`config.mk`:
```
export PLATFORM = sky130hd
export DESIGN_NAME = matrix_row_driver
export DESIGN_NICKNAME = d
export VERILOG_FILES = /design/src/rtl/matrix_row_driver.sv
export SDC_FILE = /design/constraint.sdc
export NUM_CORES = 1
export LEC_CHECK = 0
export CAP_MARGIN = 10
export CORE_MARGIN = 1.5
export CORE_UTILIZATION = 60
export CTS_BUF_LIST = sky130_fd_sc_hd__clkbuf_4
export DETAILED_ROUTE_END_ITERATION = 16
export GPL_TIMING_DRIVEN = 0
export PLACE_DENSITY = 0.86
export SYNTH_ARGS = -nofsm -noshare
export SYNTH_HDL_FRONTEND = slang
export SYNTH_SLANG_ARGS = --single-unit
export TNS_END_PERCENT = 100
```
`constraint.sdc`:
```
create_clock -name clk -period 5.95 [get_ports clk]
set_clock_uncertainty 0.2 [all_clocks]
set_input_delay 0.8925 -clock clk [delete_from_list [all_inputs] [get_ports clk]]
set_output_delay 0.8925 -clock clk [all_outputs]
set_load 0.05 [all_outputs]
```
`src/rtl/matrix_row_driver.sv`:
```
// Row driver for a 5x7 LED matrix: filters the one-hot column strobe and drives the glyph column slice.
// Latency col_sel -> row is SYNC_STAGES+2 cycles; char_ready drops while a code waits for the next frame.
// Backpressure: char_valid without char_ready is ignored. MATRIX_PWM_EN adds the duty port and row gating.
module matrix_row_driver #(
    parameter bit ROW_ACTIVE_LOW = 1'b1,
    parameter int SYNC_STAGES    = 2
) (
    input  logic       clk,
    input  logic       rst,
    input  logic [4:0] col_sel,
    input  logic [3:0] char_code,
    input  logic       char_valid,
    output logic       char_ready,
    output logic [6:0] row,
    output logic       blank,
    output logic       frame_start
`ifdef MATRIX_PWM_EN
    ,
    input  logic [2:0] duty
`endif
);

    // Columns listed C0..C4, bit 0 of each column is the top row.
    function automatic logic [6:0] glyph_col(input logic [3:0] code, input logic [2:0] col);
        logic [34:0] g;
        case (code)
            4'h0:    g = {7'h3E, 7'h51, 7'h49, 7'h45, 7'h3E};
            4'h1:    g = {7'h00, 7'h42, 7'h7F, 7'h40, 7'h00};
            4'h2:    g = {7'h42, 7'h61, 7'h51, 7'h49, 7'h46};
            4'h3:    g = {7'h21, 7'h41, 7'h45, 7'h4B, 7'h31};
            4'h4:    g = {7'h18, 7'h14, 7'h12, 7'h7F, 7'h10};
            4'h5:    g = {7'h27, 7'h45, 7'h45, 7'h45, 7'h39};
            4'h6:    g = {7'h3C, 7'h4A, 7'h49, 7'h49, 7'h30};
            4'h7:    g = {7'h01, 7'h71, 7'h09, 7'h05, 7'h03};
            4'h8:    g = {7'h36, 7'h49, 7'h49, 7'h49, 7'h36};
            4'h9:    g = {7'h06, 7'h49, 7'h49, 7'h29, 7'h1E};
            4'hA:    g = {7'h3F, 7'h40, 7'h40, 7'h40, 7'h3F};
            4'hB:    g = {7'h46, 7'h49, 7'h49, 7'h49, 7'h31};
            4'hC:    g = {7'h7F, 7'h49, 7'h49, 7'h49, 7'h41};
            4'hD:    g = {7'h7C, 7'h08, 7'h04, 7'h04, 7'h08};
            4'hE:    g = {7'h08, 7'h08, 7'h08, 7'h08, 7'h08};
            default: g = '0;
        endcase
        return g[(34 - 7 * int'(col)) -: 7];
    endfunction

    logic [SYNC_STAGES-1:0][4:0] sync_q, sync_d;
    logic [4:0] s_prev_q, s_prev_d;
    logic [4:0] col_q, col_d;
    logic [6:0] row_lit_q, row_lit_d;
    logic       blank_q, blank_d;
    logic       frame_start_q, frame_start_d;
    logic       pending_q, pending_d;
    logic [3:0] shadow_q, shadow_d;
    logic [3:0] active_q, active_d;
    logic [4:0] s_n;
    logic       col_stable;
    logic       one_hot;
    logic [2:0] col_idx;
    logic       swap;
    logic [6:0] row_lit;

    assign char_ready = !pending_q && !rst;

    always_comb begin
        sync_d        = {sync_q[SYNC_STAGES-2:0], col_sel};
        s_n           = sync_q[SYNC_STAGES-1];
        s_prev_d      = s_n;
        col_stable    = (s_n == s_prev_q);
        col_d         = col_q;
        row_lit_d     = row_lit_q;
        blank_d       = blank_q;
        frame_start_d = 1'b0;
        pending_d     = pending_q;
        shadow_d      = shadow_q;
        active_d      = active_q;
        swap          = 1'b0;
        one_hot       = 1'b1;
        col_idx       = 3'd0;
        case (s_n)
            5'b00001: col_idx = 3'd0;
            5'b00010: col_idx = 3'd1;
            5'b00100: col_idx = 3'd2;
            5'b01000: col_idx = 3'd3;
            5'b10000: col_idx = 3'd4;
            default:  one_hot = 1'b0;
        endcase
        // Unstable samples (ripple glitches) leave row/blank untouched.
        if (col_stable) begin
            col_d         = s_n;
            frame_start_d = (s_n == 5'b00001) && (col_q != 5'b00001);
            swap          = frame_start_d && pending_q;
            if (swap) begin
                active_d = shadow_q;
            end
            row_lit_d = one_hot ? glyph_col(active_d, col_idx) : 7'd0;
            blank_d   = !one_hot;
        end
        if (char_valid && char_ready) begin
            shadow_d  = char_code;
            pending_d = 1'b1;
        end else if (swap) begin
            pending_d = 1'b0;
        end
    end

    always_ff @(posedge clk) begin
        if (rst) begin
            sync_q        <= '0;
            s_prev_q      <= '0;
            col_q         <= '0;
            row_lit_q     <= '0;
            blank_q       <= 1'b1;
            frame_start_q <= 1'b0;
            pending_q     <= 1'b0;
            shadow_q      <= 4'hF;
            active_q      <= 4'hF;
        end else begin
            sync_q        <= sync_d;
            s_prev_q      <= s_prev_d;
            col_q         <= col_d;
            row_lit_q     <= row_lit_d;
            blank_q       <= blank_d;
            frame_start_q <= frame_start_d;
            pending_q     <= pending_d;
            shadow_q      <= shadow_d;
            active_q      <= active_d;
        end
    end

`ifdef MATRIX_PWM_EN
    logic [2:0] pwm_cnt_q, pwm_cnt_d;

    always_comb begin
        pwm_cnt_d = pwm_cnt_q + 3'd1;
        row_lit   = (pwm_cnt_q <= duty) ? row_lit_q : 7'd0;
    end

    always_ff @(posedge clk) begin
        if (rst) begin
            pwm_cnt_q <= '0;
        end else begin
            pwm_cnt_q <= pwm_cnt_d;
        end
    end
`else
    assign row_lit = row_lit_q;
`endif

    assign row         = ROW_ACTIVE_LOW ? ~row_lit : row_lit;
    assign blank       = blank_q;
    assign frame_start = frame_start_q;

endmodule

```
# == Word-level counts from Yosys, hierarchy flattened ==
# Memory sizes are Yosys's and may differ from the RTL's.
# Index checks and enable logic that the tools add are counted.
# totals
register_bits,38
romBits,560
mem_count,1
output_inout_bits,10
input_bits,12
elab_cells,42
ramBits,0
latch_bits,0
# memory_table
name,words,word_bits,read_ports,rd_clocked_by_memory_dff,write_ports,line_no,source
(name not given),16,35,1,0,0,26,case (code)
# classes
n_reduce_logical,10
eq_ne,7
n_lt_le_gt_ge,0
addsub,1
n_mul,1
n_bitwise,2
n_mux,9
shift,1
div_mod_pow,0
# op_table
cell,n
41-bit by 7-bit variable part select with 7-bit output,1
35-bit two-way mux,1
3-bit one-hot mux with 4 select lines,1
4-bit two-way mux,2
7-bit two-way mux,1
7-bit inverter,1
6-bit by 6-bit subtractor with 7-bit output (first input constant),1
3-bit by 3-bit multiplier with 6-bit output (first input constant),1
5-bit by 1-bit equality test with 1-bit output (second input constant),1
5-bit by 2-bit equality test with 1-bit output (second input constant),1
5-bit by 3-bit equality test with 1-bit output (second input constant),1
5-bit by 4-bit equality test with 1-bit output (second input constant),1
5-bit equality test,1
5-bit equality test (second input constant),1
5-bit by 1-bit inequality test with 1-bit output (second input constant),1
5-bit OR reduction,1
1-bit logical AND,4
1-bit two-way mux,4
1-bit logical NOT,3
2-bit nonzero test,1
2-bit OR reduction,1
1-bit inverter,1

# == Longest topological paths before layout ==
# Gate-level depths: netlist of run 1.
# An unclocked memory read counts as a cell.
# logic_depth
ltp_word,9
mapped_depth,20
mapped_depth_nobuf,16

# == Least setup slack after synthesis of run 1 ==
# No wires, ideal clock.
# synth_path
kind,reg2reg
start,"register sync_q, in the netlist s_n[3]"
end,"register row_lit_q[2], in the netlist row_lit[2]"
setup_ps,136
synth_period_minus_slack_ps,4649
required_ps,5614
stages_incl_launch_ff,20
path_buffers,6
path_slack_ps,1301
t_arrival_ps,4313
path_cell_list,dfxtp_1 buf_2 xor2_1 and2_1 buf_2 clkbuf_1 ha_1 clkbuf_1 inv_1 clkbuf_1 ha_1 a211oi_1 o211ai_1 nand2_1 clkbuf_1 nor2_1 a211oi_1 o21ai_0 a2111oi_0 a211oi_1
# synth_via
elab_chain_cells,9
elab_cells_between_ends,19
# synth_lines
element,line_no,source
"start, declared",47,"logic [SYNC_STAGES-1:0][4:0] sync_q, sync_d;"
"start signal, assigned",119,sync_q <= sync_d;
"parallel branches: the longest is 9 deep, another holds 6-bit by 6-bit subtractor with 7-bit output",--,
"end signal, assigned",122,row_lit_q <= row_lit_d;
"end, declared",50,"logic [6:0] row_lit_q, row_lit_d;"
# Parallel ways; which one is timed is not known. The select of a mux whose other input is x is not followed.
# A chain may end at the register's enable or synchronous reset.

# == Worst setup path in the final report of run 1 ==
# layout_path
start,"register sync_q, in the netlist s_n[2]"
end,"register row_lit_q[3], in the netlist row_lit[3]"
# Same word-level chain as after synthesis.

==> flow_summary.html, run 1 <==
<table>
<tr><th>Metric</th><th>Value</th></tr>
<tr><th colspan="2">Detailed routing</th></tr>
<tr><td>DRC</td><td>0</td></tr>
<tr><td>DRC marker count from the first detailed-route iteration</td><td>1164</td></tr>
<tr><td>Via total after detailed routing</td><td>between 5000 and 6000</td></tr>
<tr><td>Total wirelength of the detailed-routed design</td><td>around 19000 um</td></tr>
<tr><td>Antenna-violating nets left</td><td>0</td></tr>
<tr><td>Number of iterations in the first detailed-routing pass</td><td>7</td></tr>
<tr><td>Vias per cell</td><td>7.506</td></tr>
<tr><td>Routed length per placed instance</td><td>around 24 um</td></tr>
<tr><th colspan="2">Floorplanning</th></tr>
<tr><td>Standard cell core area</td><td>0.007687 mm^2</td></tr>
<tr><td>Width of the die</td><td>91.96 um</td></tr>
<tr><td>Starting density of the core</td><td>between 60% and 70%</td></tr>
<tr><td>Height of the die</td><td>a little over 90 um</td></tr>
<tr><td>Number of top-level design ports</td><td>22</td></tr>
<tr><td>Standard-cell rows</td><td>32</td></tr>
<tr><td>Die Outline Area</td><td>approximately 0.0085 mm^2</td></tr>
<tr><th colspan="2">Power and ir drop</th></tr>
<tr><td>Fraction of power consumed by combinational cells</td><td>about two thirds</td></tr>
<tr><td>Switching part of the total power</td><td>52.49%</td></tr>
<tr><td>Net switching power</td><td>between 0.7 and 0.8 mW</td></tr>
<tr><td>Leak</td><td>1.935 nW</td></tr>
<tr><td>Total power of the final layout</td><td>approximately 1.5 mW</td></tr>
<tr><td>Reg power frac</td><td>between 10% and 20%</td></tr>
<tr><td>Total power density per cell area</td><td>between 200 and 300 mW/mm^2</td></tr>
<tr><td>Clock Power Share</td><td>15.0%</td></tr>
<tr><td>Maximum ir drop on the vdd rail</td><td>0.3275 mV</td></tr>
<tr><td>Internal</td><td>0.7022 mW</td></tr>
<tr><th colspan="2">Finish</th></tr>
<tr><td>Post-route standard cell area excluding fillers</td><td>0.005206 mm^2</td></tr>
<tr><td>Number of inserted diodes</td><td>0</td></tr>
<tr><td>Layout fillers</td><td>656</td></tr>
<tr><td>Fraction of final layout cells sized beyond drive strength 1</td><td>7.359%</td></tr>
<tr><td>Number of nets in the layout</td><td>between 700 and 800</td></tr>
<tr><td>Synth-to-Final Area Change</td><td>9.644%</td></tr>
<tr><th colspan="2">Setup path</th></tr>
<tr><td>Critical setup path kind</td><td>flop to flop</td></tr>
<tr><td>Cell occurring most often along the worst timing path</td><td>sky130_fd_sc_hd__buf_2</td></tr>
<tr><td>Largest incremental delay on the critical path</td><td>about 1100 ps</td></tr>
<tr><td>Worst endpoint data arrival time</td><td>about 5900 ps</td></tr>
<tr><td>Type of origin of the critical path</td><td>flop</td></tr>
<tr><td>Critical Path Sink Type</td><td>flop</td></tr>
<tr><td>Cells traversed along the worst timing path</td><td>buf_2 -&gt; nor3_1 -&gt; and2_1 -&gt; buf_2 -&gt; ha_1 -&gt; clkbuf_1 -&gt; inv_1 -&gt; clkbuf_2 -&gt; fa_1 -&gt; xnor2_1 -&gt; o2111ai_1 -&gt; a311oi_1 -&gt; a311o_1 -&gt; o21ai_1 -&gt; a221oi_1</td></tr>
<tr><td>Critical Path RT</td><td>6000 ps</td></tr>
<tr><td>Crit-path max FO</td><td>19</td></tr>
<tr><td>Slowest cell on the critical path</td><td>sky130_fd_sc_hd__xnor2_1</td></tr>
<tr><th colspan="2">CTS</th></tr>
<tr><td>Num CTS Buffers</td><td>5</td></tr>
<tr><td>CTS clock-pin slew for the worst setup and hold paths</td><td>~120 ps</td></tr>
<tr><td>Worst skew pair latency</td><td>roughly 350 ps</td></tr>
<tr><td>Maximum clock path buffer count</td><td>2</td></tr>
<tr><td>Clock sink total</td><td>38</td></tr>
<tr><td>H-tree depth</td><td>2</td></tr>
<tr><td>Clk root buf</td><td>sky130_fd_sc_hd__clkbuf_4</td></tr>
<tr><td>CTS Hold Bufs</td><td>0</td></tr>
<tr><td>CTS tree</td><td>built</td></tr>
<tr><th colspan="2">Global routing</th></tr>
<tr><td>Global route overflow</td><td>0</td></tr>
<tr><td>First-pass GRT wire length</td><td>around 30000 um</td></tr>
<tr><td>Antenna violations before repair</td><td>0</td></tr>
<tr><td>Via count of the first global-routing pass</td><td>~5500</td></tr>
<tr><td>Global-route usage over all layers</td><td>44.76%</td></tr>
<tr><td>Largest net degree at the start of global routing</td><td>20</td></tr>
<tr><th colspan="2">Synthesis</th></tr>
<tr><td>Register area share after synthesis</td><td>between 15 and 20%</td></tr>
<tr><td>Mapped Area</td><td>0.004748 mm^2</td></tr>
<tr><td>Most frequently used flop master after synthesis</td><td>sky130_fd_sc_hd__dfxtp_1</td></tr>
<tr><td>Average footprint of a synthesized cell</td><td>just over 7 um^2</td></tr>
<tr><td>Flop and latch count out of synthesis</td><td>38</td></tr>
<tr><td>Proportion of register bits with asynchronous set or reset after synthesis</td><td>0%</td></tr>
<tr><td>EDFF count, synth</td><td>0</td></tr>
<tr><td>Syn Inst Count</td><td>roughly 660</td></tr>
<tr><td>Count of different cell masters after synthesis</td><td>80</td></tr>
<tr><td>Number of warnings reported in the yosys synthesis log</td><td>0</td></tr>
<tr><td>Number of nets in the synthesized netlist</td><td>approximately 700</td></tr>
<tr><th colspan="2">STA</th></tr>
<tr><td>Shortest clock period the worst path allows after layout</td><td>5843 ps</td></tr>
<tr><td>Number of endpoints failing setup at the final stage</td><td>0</td></tr>
<tr><td>Highest attainable clock frequency</td><td>171.1 MHz</td></tr>
<tr><td>Min Hold Slack</td><td>262.2 ps</td></tr>
<tr><td>Fin. max-slew vios</td><td>0</td></tr>
<tr><td>Slew at the pin with the worst max-slew slack</td><td>between 1000 and 1500 ps</td></tr>
<tr><td>Final Cycle Share</td><td>just under 100%</td></tr>
<tr><td>Number of endpoints with negative hold slack in the final report</td><td>0</td></tr>
<tr><td>Rel. slew slack</td><td>about an eighth</td></tr>
<tr><td>Unrepaired setup endpoints after global routing</td><td>false</td></tr>
<tr><td>Final sum of negative setup slack</td><td>0 ps</td></tr>
<tr><th colspan="2">Place</th></tr>
<tr><td>Count of buffers from port buffering</td><td>21</td></tr>
<tr><td>Post-placement cell area</td><td>slightly above 0.005 mm^2</td></tr>
<tr><td>HPWL Detailed</td><td>about 15000 um</td></tr>
<tr><td>GPL Wtd Cong</td><td>about 1.1</td></tr>
<tr><th colspan="2">Status</th></tr>
<tr><td>Run status</td><td>complete, no violations</td></tr>
<tr><th colspan="2">Job</th></tr>
<tr><td>Max Cap Viol</td><td>0</td></tr>
<tr><th colspan="2">Min path</th></tr>
<tr><td>Hold/Removal Path Class</td><td>flop to flop</td></tr>
</table>
power groups by stage:
stage / logic (mW) / registers [mW] / clock network [mW]
3_3_place_gp: 0.884 / 0.289 / 0
3_5_place_dp: 0.888 / 0.290 / 0
6_report: 0.971 / 0.285 / 0.222
2_1_floorplan: 0.629 / 0.288 / 0
4_1_cts: 0.893 / 0.284 / 0.224
5_1_grt: 1.01 / 0.286 / 0.230
area by class of cell:
class	instances	area (um^2)	area share, %
Buffer	55	246.5	4.734
Clock buffer	5	37.54	0.7210
Clock inverter	3	68.82	1.322
Inverter	30	112.6	2.163
Multi-Input combinational cell	540	3635	69.82
Sequential cell	38	760.7	14.61
Tap cell	102	127.6	2.451
Timing Repair Buffer	22	217.7	4.182
cells by family after synthesis:
kind of cell	count (synthesis)	share of synthesized area, %
simple gates	225	22.74
flops	38	16.02
buf+inv	86	7.563
xor+xnor	16	2.951
mux	34	7.536
fa+ha+maj	19	5.323
compound gates	246	37.87
state kept, by name, summed over array words and instances, names as in the netlist:
| register | cells |
|---|---|
| sync_d | 5 |
| blank | 1 |
| row_lit | 7 |
| s_n | 5 |
| pending_q | 1 |
| shadow_q | 4 |
| frame_start | 1 |
| s_prev_q | 5 |
| col_q | 5 |
| active_q | 4 |
metal layers:
| metal | global-route usage, % | wire (um) | up-vias | share of wire (%) |
|---|---|---|---|---|
| li1 | - | - | 2548 | - |
| met1 | 56.61 | 6971 | 2745 | 36 |
| met2 | 70.25 | 8359 | 540 | 44 |
| met3 | 11.77 | 2645 | 134 | 14 |
| met4 | 21.79 | 1237 | 0 | 6.4 |
| met5 | 0 | 0 | - | 0 |
worst paths after layout:
path / startpoint / end / slack (ps) / cells past startpoint
max reg2reg: s_n[2]$_SDFF_PP0_ / row_lit[3]$_SDFFE_PP0N_ / 110 / 15
min: sync_d[8]$_SDFF_PP0_ / s_n[3]$_SDFF_PP0_ / 260 / 1
max: s_n[2]$_SDFF_PP0_ / row_lit[3]$_SDFFE_PP0N_ / 110 / 15
min reg2reg: sync_d[8]$_SDFF_PP0_ / s_n[3]$_SDFF_PP0_ / 260 / 1
worst max-delay path, delay by kind of cell (launching register included):
kind,cells,cell delay (ps)
and+or+nand+nor,2,450
DFF,1,320
xor gates and xnor gates,1,1050
AOI/OAI and AO/OA,5,1430
buffers and inverters,5,1560
adders and majority gates,2,730
timing repair:
action	4_1_cts	5_1_grt
resized for setup	1	7
endpoints found under the setup margin	7	6
setup buffers	0	1
endpoints found under the hold margin	0	0
pin swaps	0	1
cell usage in the layout (no fill, tap or decap), types with 7 or more instances in the layout:
master                            count
sky130_fd_sc_hd__o32ai_1             11
sky130_fd_sc_hd__nor3_1              18
sky130_fd_sc_hd__a211o_1             10
sky130_fd_sc_hd__xor2_1               9
sky130_fd_sc_hd__clkdlybuf4s50_1     21
sky130_fd_sc_hd__o221ai_1             9
sky130_fd_sc_hd__inv_1               28
sky130_fd_sc_hd__buf_2                8
sky130_fd_sc_hd__a21oi_1             42
sky130_fd_sc_hd__mux2i_1             23
sky130_fd_sc_hd__ha_1                17
sky130_fd_sc_hd__mux2_2               9
sky130_fd_sc_hd__a211oi_1            12
sky130_fd_sc_hd__o22ai_1             10
sky130_fd_sc_hd__xnor2_1              7
sky130_fd_sc_hd__clkbuf_1            37
sky130_fd_sc_hd__o21ai_0             41
sky130_fd_sc_hd__nand2_1             62
sky130_fd_sc_hd__dfxtp_1             38
sky130_fd_sc_hd__nand3_1             22
sky130_fd_sc_hd__a31oi_1             10
sky130_fd_sc_hd__nor2_1              62
sky130_fd_sc_hd__o211ai_1            15
sky130_fd_sc_hd__o31ai_1              9
sky130_fd_sc_hd__nor2b_1             22
cell usage after synthesis, types with 6 or more instances:
| master | instances | area share (%) |
|---|---|---|
| sky130_fd_sc_hd__inv_1 | 28 | 2.2 |
| sky130_fd_sc_hd__a21oi_1 | 42 | 4.4 |
| sky130_fd_sc_hd__o21ai_0 | 42 | 4.4 |
| sky130_fd_sc_hd__nand3_1 | 22 | 2.3 |
| sky130_fd_sc_hd__nand2_1 | 62 | 4.9 |
| sky130_fd_sc_hd__a32oi_1 | 6 | 1.1 |
| sky130_fd_sc_hd__nand2b_1 | 6 | 0.79 |
| sky130_fd_sc_hd__o22ai_1 | 10 | 1.3 |
| sky130_fd_sc_hd__a21o_1 | 6 | 0.95 |
| sky130_fd_sc_hd__a31oi_1 | 10 | 1.3 |
| sky130_fd_sc_hd__a211oi_1 | 12 | 1.9 |
| sky130_fd_sc_hd__ha_1 | 17 | 4.5 |
| sky130_fd_sc_hd__a311oi_1 | 6 | 1.1 |
| sky130_fd_sc_hd__buf_2 | 8 | 0.84 |
| sky130_fd_sc_hd__xor2_1 | 9 | 1.7 |
| sky130_fd_sc_hd__o31ai_1 | 9 | 1.4 |
| sky130_fd_sc_hd__dfxtp_1 | 38 | 16 |
| sky130_fd_sc_hd__mux2i_1 | 23 | 4.8 |
| sky130_fd_sc_hd__a211o_1 | 10 | 1.8 |
| sky130_fd_sc_hd__nor3_1 | 18 | 1.9 |
| sky130_fd_sc_hd__xnor2_1 | 7 | 1.3 |
| sky130_fd_sc_hd__mux2_2 | 9 | 2.1 |
| sky130_fd_sc_hd__clkbuf_1 | 41 | 3.2 |
| sky130_fd_sc_hd__o32ai_1 | 11 | 2.0 |
| sky130_fd_sc_hd__nand4_1 | 6 | 0.79 |
| sky130_fd_sc_hd__o211ai_1 | 15 | 2.4 |
| sky130_fd_sc_hd__nor2b_1 | 22 | 2.9 |
| sky130_fd_sc_hd__o221ai_1 | 9 | 1.7 |
| sky130_fd_sc_hd__nor2_1 | 62 | 4.9 |
per-stage QoR:
step                cells  worst slack (ps)  utilization, %
floorplan             664              1301               -
global placement      787            -424.2           66.16
detailed placement    787            -392.6           66.16
CTS                   794             132.4           67.51
global route          795             12.91           67.72
finish                795             106.7           67.72
No activity file was read; power rests on OpenSTA's default activity.
==> run 2: changes to the inputs <==
CORE_UTILIZATION = 40   (was 60)
PLACE_DENSITY = 0.64   (was 0.86)
==> flow_summary.html, run 2 (same netlist as run 1, synthesis figures left out) <==
<table>
<tr><th>Metric</th><th>Value</th></tr>
<tr><th colspan="2">Global routing</th></tr>
<tr><td>Antenna violations before repair</td><td>0 (unchanged)</td></tr>
<tr><td>Global-route usage over all layers</td><td>33.04% (-12 points)</td></tr>
<tr><td>First-pass GRT wire length</td><td>32190 um (+8.7%)</td></tr>
<tr><td>Global route overflow</td><td>0 (unchanged)</td></tr>
<tr><td>Largest net degree at the start of global routing</td><td>20 (unchanged)</td></tr>
<tr><td>Via count of the first global-routing pass</td><td>5491 (+0.37%)</td></tr>
<tr><th colspan="2">STA</th></tr>
<tr><td>Min Hold Slack</td><td>260.2 ps (-1.986 ps)</td></tr>
<tr><td>Rel. slew slack</td><td>16.61% (+3.8 points)</td></tr>
<tr><td>Slew at the pin with the worst max-slew slack</td><td>1242 ps (-56.84 ps)</td></tr>
<tr><td>Highest attainable clock frequency</td><td>173.8 MHz (+1.5%)</td></tr>
<tr><td>Unrepaired setup endpoints after global routing</td><td>false</td></tr>
<tr><td>Number of endpoints with negative hold slack in the final report</td><td>0 (unchanged)</td></tr>
<tr><td>Number of endpoints failing setup at the final stage</td><td>0 (unchanged)</td></tr>
<tr><td>Shortest clock period the worst path allows after layout</td><td>5755 ps (-88.29 ps)</td></tr>
<tr><td>Final sum of negative setup slack</td><td>0 ps (unchanged)</td></tr>
<tr><td>Final Cycle Share</td><td>96.72% (-1.5 points)</td></tr>
<tr><td>Worst Setup Slack, final</td><td>195.0 ps (+88.29 ps)</td></tr>
<tr><td>Fin. max-slew vios</td><td>0 (unchanged)</td></tr>
<tr><th colspan="2">Status</th></tr>
<tr><td>Run status</td><td>complete, no violations</td></tr>
<tr><th colspan="2">Floorplanning</th></tr>
<tr><td>Standard cell core area</td><td>0.01152 mm^2 (+50%)</td></tr>
<tr><td>Number of top-level design ports</td><td>22 (unchanged)</td></tr>
<tr><td>Standard-cell rows</td><td>39 (+22%)</td></tr>
<tr><td>Width of the die</td><td>112.0 um (+22%)</td></tr>
<tr><td>Die Outline Area</td><td>0.01253 mm^2 (+48%)</td></tr>
<tr><td>Height of the die</td><td>112.0 um (+22%)</td></tr>
<tr><td>Starting density of the core</td><td>41.23% (-21 points)</td></tr>
<tr><th colspan="2">Detailed routing</th></tr>
<tr><td>Number of iterations in the first detailed-routing pass</td><td>8 (+1)</td></tr>
<tr><td>DRC marker count from the first detailed-route iteration</td><td>921 (-21%)</td></tr>
<tr><td>Vias per cell</td><td>6.918 (-7.8%)</td></tr>
<tr><td>Via total after detailed routing</td><td>5770 (-3.3%)</td></tr>
<tr><td>Total wirelength of the detailed-routed design</td><td>20720 um (+7.8%)</td></tr>
<tr><td>Antenna-violating nets left</td><td>0 (unchanged)</td></tr>
<tr><td>DRC</td><td>0 (unchanged)</td></tr>
<tr><td>Routed length per placed instance</td><td>24.84 um (+2.8%)</td></tr>
<tr><th colspan="2">Setup path</th></tr>
<tr><td>Slowest cell on the critical path</td><td>sky130_fd_sc_hd__a2111oi_2</td></tr>
<tr><td>Crit-path max FO</td><td>19 (unchanged)</td></tr>
<tr><td>Largest incremental delay on the critical path</td><td>620 ps (-430 ps)</td></tr>
<tr><td>Type of origin of the critical path</td><td>flop</td></tr>
<tr><td>Critical path buffers and inverters</td><td>5 (unchanged)</td></tr>
<tr><td>Cells traversed along the worst timing path</td><td>buf_2 -&gt; nor3_1 -&gt; and2_1 -&gt; clkbuf_4 -&gt; ha_1 -&gt; inv_1 -&gt; clkbuf_2 -&gt; ha_1 -&gt; a211oi_1 -&gt; o211ai_1 -&gt; nand2_1 -&gt; clkbuf_2 -&gt; o311ai_0 -&gt; o21ai_1 -&gt; o22ai_1 -&gt; a2111oi_2 -&gt; a211oi_1</td></tr>
<tr><td>Top cell family by delay on the critical path</td><td>compound AO/OA/AOI/OAI gates</td></tr>
<tr><td>Worst endpoint data arrival time</td><td>5780 ps (-110 ps)</td></tr>
<tr><td>Critical setup path kind</td><td>flop to flop</td></tr>
<tr><td>Critical Path RT</td><td>5980 ps (-20 ps)</td></tr>
<tr><td>Critical Path Sink Type</td><td>flop</td></tr>
<tr><th colspan="2">Place</th></tr>
<tr><td>HPWL Detailed</td><td>16070 um (+11%)</td></tr>
<tr><td>GPL Wtd Cong</td><td>1.008 (-12%)</td></tr>
<tr><td>Post-placement cell area</td><td>0.005137 mm^2 (+1.0%)</td></tr>
<tr><td>Count of buffers from port buffering</td><td>21 (unchanged)</td></tr>
<tr><td>Worst-case setup slack after placement</td><td>-1020 ps (-627.2 ps)</td></tr>
<tr><td>DP Cell Count</td><td>828 (+5.2%)</td></tr>
<tr><th colspan="2">CTS</th></tr>
<tr><td>CTS Hold Bufs</td><td>0 (unchanged)</td></tr>
<tr><td>Worst skew pair latency</td><td>340 ps (about the same)</td></tr>
<tr><td>Clk root buf</td><td>sky130_fd_sc_hd__clkbuf_4</td></tr>
<tr><td>Clock sink total</td><td>38 (unchanged)</td></tr>
<tr><td>Maximum clock path buffer count</td><td>2 (unchanged)</td></tr>
<tr><td>CTS clock-pin slew for the worst setup and hold paths</td><td>130 ps (about the same)</td></tr>
<tr><td>CTS tree</td><td>built</td></tr>
<tr><td>Num CTS Buffers</td><td>5 (unchanged)</td></tr>
<tr><td>H-tree depth</td><td>2 (unchanged)</td></tr>
<tr><th colspan="2">Job</th></tr>
<tr><td>Max Cap Viol</td><td>0 (unchanged)</td></tr>
<tr><th colspan="2">Min path</th></tr>
<tr><td>Hold/Removal Path Class</td><td>flop to flop</td></tr>
<tr><th colspan="2">Power and ir drop</th></tr>
<tr><td>Leak</td><td>1.935 nW (about the same)</td></tr>
<tr><td>Total power density per cell area</td><td>284.5 mW/mm^2 (+0.19%)</td></tr>
<tr><td>Maximum ir drop on the vdd rail</td><td>0.1487 mV (-55%)</td></tr>
<tr><th colspan="2">Finish</th></tr>
<tr><td>Max reg flops</td><td>7 (unchanged)</td></tr>
<tr><td>Number of nets in the layout</td><td>721 (-0.28%)</td></tr>
<tr><td>Number of cells in the finished layout apart from fillers</td><td>834 (+4.9%)</td></tr>
<tr><td>Fraction of final layout cells sized beyond drive strength 1</td><td>7.525% (+0.17 points)</td></tr>
<tr><td>Most frequent cells in the layout</td><td>sky130_fd_sc_hd__nor2_1 (62), sky130_fd_sc_hd__nand2_1 (62), sky130_fd_sc_hd__a21oi_1 (42), sky130_fd_sc_hd__o21ai_0 (42), sky130_fd_sc_hd__dfxtp_1 (38)</td></tr>
<tr><td>Post-route standard cell area excluding fillers</td><td>0.005248 mm^2 (+0.79%)</td></tr>
<tr><td>Synth-to-Final Area Change</td><td>10.51%</td></tr>
<tr><td>Layout fillers</td><td>1197 (+82%)</td></tr>
<tr><td>Number of inserted diodes</td><td>0 (unchanged)</td></tr>
</table>
[run 2: cell count changes in the layout (fill, tap and decap cells not counted), sizes merged]
cell | before | now
buf | 16 | 14
[run 2: final timing paths]
| check | cells past startpoint | slack, ps | end | start |
|---|---|---|---|---|
| worst min-delay path | 1 | 260 | s_n[3]$_SDFF_PP0_ | sync_d[8]$_SDFF_PP0_ |
| worst min register to register | 1 | 260 | s_n[3]$_SDFF_PP0_ | sync_d[8]$_SDFF_PP0_ |
| worst max-delay path | 17 | 190 | row_lit[2]$_SDFFE_PP0N_ | s_n[2]$_SDFF_PP0_ |
| worst max register to register | 17 | 190 | row_lit[2]$_SDFFE_PP0N_ | s_n[2]$_SDFF_PP0_ |
[run 2: repair_timing]
action,in CTS,in global routing
endpoints found under the setup margin,7,7
pin swaps,0,0
buffers inserted,0,0
gates resized for setup,5,7
[run 2: layout make-up]
type	instances	area [um^2]	share of cell area (%)
plain buffers	54	249.0	4.745
clock buffers	5	37.54	0.7153
flip-flops and latches	38	760.7	14.50
repair buffers	21	210.2	4.006
clock inverters	3	63.81	1.216
inverters	30	112.6	2.146
multi-input cells	540	3635	69.27
well taps	143	178.9	3.410
[run 2: worst register-to-register path, cell delays in order (launching register included)]
cell,delay [ps]
sky130_fd_sc_hd__dfxtp_1,310
sky130_fd_sc_hd__buf_2,180
sky130_fd_sc_hd__nor3_1,220
sky130_fd_sc_hd__and2_1,250
sky130_fd_sc_hd__clkbuf_4,330
sky130_fd_sc_hd__ha_1,430
sky130_fd_sc_hd__inv_1,230
sky130_fd_sc_hd__clkbuf_2,330
sky130_fd_sc_hd__ha_1,320
sky130_fd_sc_hd__a211oi_1,330
sky130_fd_sc_hd__o211ai_1,380
sky130_fd_sc_hd__nand2_1,340
sky130_fd_sc_hd__clkbuf_2,350
sky130_fd_sc_hd__o311ai_0,200
sky130_fd_sc_hd__o21ai_1,330
sky130_fd_sc_hd__o22ai_1,190
sky130_fd_sc_hd__a2111oi_2,620
sky130_fd_sc_hd__a211oi_1,110
[run 2: layer usage]
metal	global-route usage [%]	up-vias	share of wire, %	routed length [um]
met3	6.696	95	12	2400
met4	16.37	0	5.7	1184
met2	49.84	422	42	8690
met5	0	-	0	0
li1	-	2557	-	-
met1	44.94	2696	41	8442
[run 2: power breakdown]
group | leakage (nW) | switching [mW] | internal [mW]
logic | 1.57 | 0.686 | 0.300
registers | 0.312 | 0.0133 | 0.271
clock network | 0.0528 | 0.0927 | 0.130
[run 2: metrics by stage]
stage               util [%]  power, mW
CTS                    45.55      1.445
floorplan                  -     0.9177
detailed placement     44.61      1.214
finish                 45.57      1.493
global route           45.57      1.565
global placement       44.61      1.232
==> run 3: changes to the inputs <==
CELL_PAD_IN_SITES_DETAIL_PLACEMENT = 1   (was default)
CELL_PAD_IN_SITES_GLOBAL_PLACEMENT = 2   (was default)
CORE_UTILIZATION = 37   (was 40)
PLACE_DENSITY = 0.9   (was 0.64)
==> flow_summary.html, run 3 (same netlist as run 1, synthesis figures left out) <==
<table>
<tr><th>Metric</th><th>Value</th></tr>
<tr><th colspan="2">Place</th></tr>
<tr><td>HPWL Detailed</td><td>17890 um (+11%)</td></tr>
<tr><td>DP Cell Count</td><td>857 (+3.5%)</td></tr>
<tr><td>GPL Wtd Cong</td><td>0.9956 (-1.2%)</td></tr>
<tr><td>Post-placement cell area</td><td>0.005174 mm^2 (+0.71%)</td></tr>
<tr><td>Worst-case setup slack after placement</td><td>-1041 ps (-20.70 ps)</td></tr>
<tr><td>Count of buffers from port buffering</td><td>21 (unchanged)</td></tr>
<tr><th colspan="2">STA</th></tr>
<tr><td>Worst Setup Slack, final</td><td>206.6 ps (+11.63 ps)</td></tr>
<tr><td>Number of endpoints with negative hold slack in the final report</td><td>0 (unchanged)</td></tr>
<tr><td>Fin. max-slew vios</td><td>0 (unchanged)</td></tr>
<tr><td>Shortest clock period the worst path allows after layout</td><td>5743 ps (-11.63 ps)</td></tr>
<tr><td>Highest attainable clock frequency</td><td>174.1 MHz (+0.20%)</td></tr>
<tr><td>Unrepaired setup endpoints after global routing</td><td>false</td></tr>
<tr><td>Number of endpoints failing setup at the final stage</td><td>0 (unchanged)</td></tr>
<tr><td>Final sum of negative setup slack</td><td>0 ps (unchanged)</td></tr>
<tr><td>Final Cycle Share</td><td>96.53% (-0.20 points)</td></tr>
<tr><td>Slew at the pin with the worst max-slew slack</td><td>874.2 ps (-367.8 ps)</td></tr>
<tr><td>Min Hold Slack</td><td>254.8 ps (-5.426 ps)</td></tr>
<tr><td>Rel. slew slack</td><td>41.52% (+25 points)</td></tr>
<tr><th colspan="2">Floorplanning</th></tr>
<tr><td>Die Outline Area</td><td>0.01352 mm^2 (+7.9%)</td></tr>
<tr><td>Standard-cell rows</td><td>41 (+5.1%)</td></tr>
<tr><td>Standard cell core area</td><td>0.01257 mm^2 (+9.1%)</td></tr>
<tr><td>Number of top-level design ports</td><td>22 (unchanged)</td></tr>
<tr><td>Width of the die</td><td>116.3 um (+3.9%)</td></tr>
<tr><td>Height of the die</td><td>116.3 um (+3.9%)</td></tr>
<tr><td>Starting density of the core</td><td>37.78% (-3.5 points)</td></tr>
<tr><th colspan="2">Setup path</th></tr>
<tr><td>Worst setup path end</td><td>row_lit[3]$_SDFFE_PP0N_</td></tr>
<tr><td>Startpoint of the most critical register-to-register path</td><td>s_n[2]$_SDFF_PP0_</td></tr>
<tr><td>Critical Path RT</td><td>6030 ps (+50 ps)</td></tr>
<tr><td>Depth of the most critical reg-to-reg path</td><td>15 (-2)</td></tr>
<tr><td>Crit-path max FO</td><td>10 (-9)</td></tr>
<tr><td>Worst setup path start</td><td>s_n[2]$_SDFF_PP0_</td></tr>
<tr><td>Critical setup path kind</td><td>flop to flop</td></tr>
<tr><td>Worst reg2reg path endpoint</td><td>row_lit[3]$_SDFFE_PP0N_</td></tr>
<tr><td>Worst endpoint data arrival time</td><td>5820 ps (+40 ps)</td></tr>
<tr><td>Critical Path Sink Type</td><td>flop</td></tr>
<tr><td>Slack of the worst reg-to-reg path</td><td>210 ps (about the same)</td></tr>
<tr><td>Type of origin of the critical path</td><td>flop</td></tr>
<tr><th colspan="2">Global routing</th></tr>
<tr><td>First-pass GRT wire length</td><td>34330 um (+6.7%)</td></tr>
<tr><td>Global route overflow</td><td>0 (unchanged)</td></tr>
<tr><td>Antenna violations before repair</td><td>0 (unchanged)</td></tr>
<tr><td>Global-route usage over all layers</td><td>34.20% (+1.2 points)</td></tr>
<tr><td>Largest net degree at the start of global routing</td><td>20 (unchanged)</td></tr>
<tr><td>Via count of the first global-routing pass</td><td>5630 (+2.5%)</td></tr>
<tr><th colspan="2">CTS</th></tr>
<tr><td>Clk root buf</td><td>sky130_fd_sc_hd__clkbuf_4</td></tr>
<tr><td>Clock sink total</td><td>38 (unchanged)</td></tr>
<tr><td>CTS clock-pin slew for the worst setup and hold paths</td><td>140 ps (about the same)</td></tr>
<tr><td>CTS tree</td><td>built</td></tr>
<tr><td>Worst skew pair latency</td><td>370 ps (+30 ps)</td></tr>
<tr><td>Maximum clock path buffer count</td><td>2 (unchanged)</td></tr>
<tr><td>H-tree depth</td><td>2 (unchanged)</td></tr>
<tr><td>Num CTS Buffers</td><td>5 (unchanged)</td></tr>
<tr><th colspan="2">Job</th></tr>
<tr><td>Max Cap Viol</td><td>0 (unchanged)</td></tr>
<tr><th colspan="2">Finish</th></tr>
<tr><td>Util after Layout</td><td>41.93% (-3.6 points)</td></tr>
<tr><td>Synth-to-Final Area Change</td><td>10.99%</td></tr>
<tr><td>Number of inserted diodes</td><td>0 (unchanged)</td></tr>
<tr><td>Footprint of the flip-flops and latches</td><td>760.7 um^2 (unchanged)</td></tr>
<tr><td>Multi-input gate area</td><td>0.003646 mm^2 (+0.31%)</td></tr>
<tr><td>Fraction of final layout cells sized beyond drive strength 1</td><td>8.357% (+0.83 points)</td></tr>
<tr><td>Post-route standard cell area excluding fillers</td><td>0.005270 mm^2 (+0.43%)</td></tr>
<tr><td>Max reg flops</td><td>7 (unchanged)</td></tr>
<tr><td>Layout fillers</td><td>1643 (+37%)</td></tr>
<tr><td>Number of cells in the finished layout apart from fillers</td><td>866 (+3.8%)</td></tr>
<tr><td>Number of nets in the layout</td><td>724 (+0.42%)</td></tr>
<tr><td>Most frequent cells in the layout</td><td>sky130_fd_sc_hd__nor2_1 (62), sky130_fd_sc_hd__nand2_1 (62), sky130_fd_sc_hd__a21oi_1 (42), sky130_fd_sc_hd__o21ai_0 (42), sky130_fd_sc_hd__dfxtp_1 (38)</td></tr>
<tr><th colspan="2">Detailed routing</th></tr>
<tr><td>Antenna-violating nets left</td><td>0 (unchanged)</td></tr>
<tr><td>Vias per cell</td><td>6.682 (-3.4%)</td></tr>
<tr><td>Total wirelength of the detailed-routed design</td><td>22700 um (+9.6%)</td></tr>
<tr><td>Via total after detailed routing</td><td>5787 (+0.29%)</td></tr>
<tr><td>Routed length per placed instance</td><td>26.22 um (+5.5%)</td></tr>
<tr><td>DRC</td><td>0 (unchanged)</td></tr>
<tr><td>DRC marker count from the first detailed-route iteration</td><td>538 (-42%)</td></tr>
<tr><td>Number of iterations in the first detailed-routing pass</td><td>5 (-3)</td></tr>
<tr><th colspan="2">Power and ir drop</th></tr>
<tr><td>Leak</td><td>1.931 nW (-0.21%)</td></tr>
<tr><td>Maximum ir drop on the vdd rail</td><td>0.1446 mV (-2.8%)</td></tr>
<tr><td>Total power of the final layout</td><td>1.447 mW (-3.1%)</td></tr>
<tr><td>Total power density per cell area</td><td>274.6 mW/mm^2 (-3.5%)</td></tr>
<tr><th colspan="2">Min path</th></tr>
<tr><td>Hold/Removal Path Class</td><td>flop to flop</td></tr>
<tr><th colspan="2">Status</th></tr>
<tr><td>Run status</td><td>complete, no violations</td></tr>
</table>
[run 3: cell type report]
type | instances | area share (%)
repair buffers | 23 | 4.274
clock inverters | 3 | 0.4036
multi-input cells | 540 | 69.18
inverters | 30 | 2.137
clock buffers | 5 | 0.7123
flip-flops and latches | 38 | 14.43
plain buffers | 55 | 4.772
well taps | 172 | 4.084
[run 3: worst min-delay path by stage]
| stage | depth (start not counted) | endpoint | start |
|---|---|---|---|
| floorplan | 1 | s_n[0]$_SDFF_PP0_ | sync_d[5]$_SDFF_PP0_ |
| global placement | 1 | s_n[3]$_SDFF_PP0_ | sync_d[8]$_SDFF_PP0_ |
| detailed placement | 1 | s_n[3]$_SDFF_PP0_ | sync_d[8]$_SDFF_PP0_ |
| CTS | 1 | s_n[3]$_SDFF_PP0_ | sync_d[8]$_SDFF_PP0_ |
| global route | 1 | s_n[1]$_SDFF_PP0_ | sync_d[6]$_SDFF_PP0_ |
| finish | 1 | s_n[3]$_SDFF_PP0_ | sync_d[8]$_SDFF_PP0_ |
[run 3: worst max-delay path: stages, from the launching register on]
cell	delay [ps]
sky130_fd_sc_hd__dfxtp_1	320
sky130_fd_sc_hd__buf_2	180
sky130_fd_sc_hd__nor3_4	400
sky130_fd_sc_hd__o2111a_1	410
sky130_fd_sc_hd__buf_2	350
sky130_fd_sc_hd__buf_4	260
sky130_fd_sc_hd__mux2i_2	580
sky130_fd_sc_hd__ha_1	260
sky130_fd_sc_hd__clkbuf_1	480
sky130_fd_sc_hd__o221ai_1	540
sky130_fd_sc_hd__o211a_1	250
sky130_fd_sc_hd__a2111o_1	400
sky130_fd_sc_hd__a311oi_1	450
sky130_fd_sc_hd__a311o_1	200
sky130_fd_sc_hd__o21ai_1	70
sky130_fd_sc_hd__a221oi_1	290
[run 3: repair_timing]
item	CTS	global route
pin swaps	0	1
buffers inserted	0	1
resized for setup	5	9
setup endpoints to repair	7	7
hold buffers	0	0
[run 3: per-layer routing]
metal  part of all wire, %  GRT usage, %
met5                     0             0
met4                   4.2         13.09
met3                   6.8         4.307
met2                    45         54.78
met1                    44         46.91
[run 3: power by group]
group / switching, mW / internal, mW / leakage [nW]
combinational: 0.713 / 0.304 / 1.59
clock: 0.0990 / 0.0460 / 0.0312
sequential: 0.0134 / 0.271 / 0.312
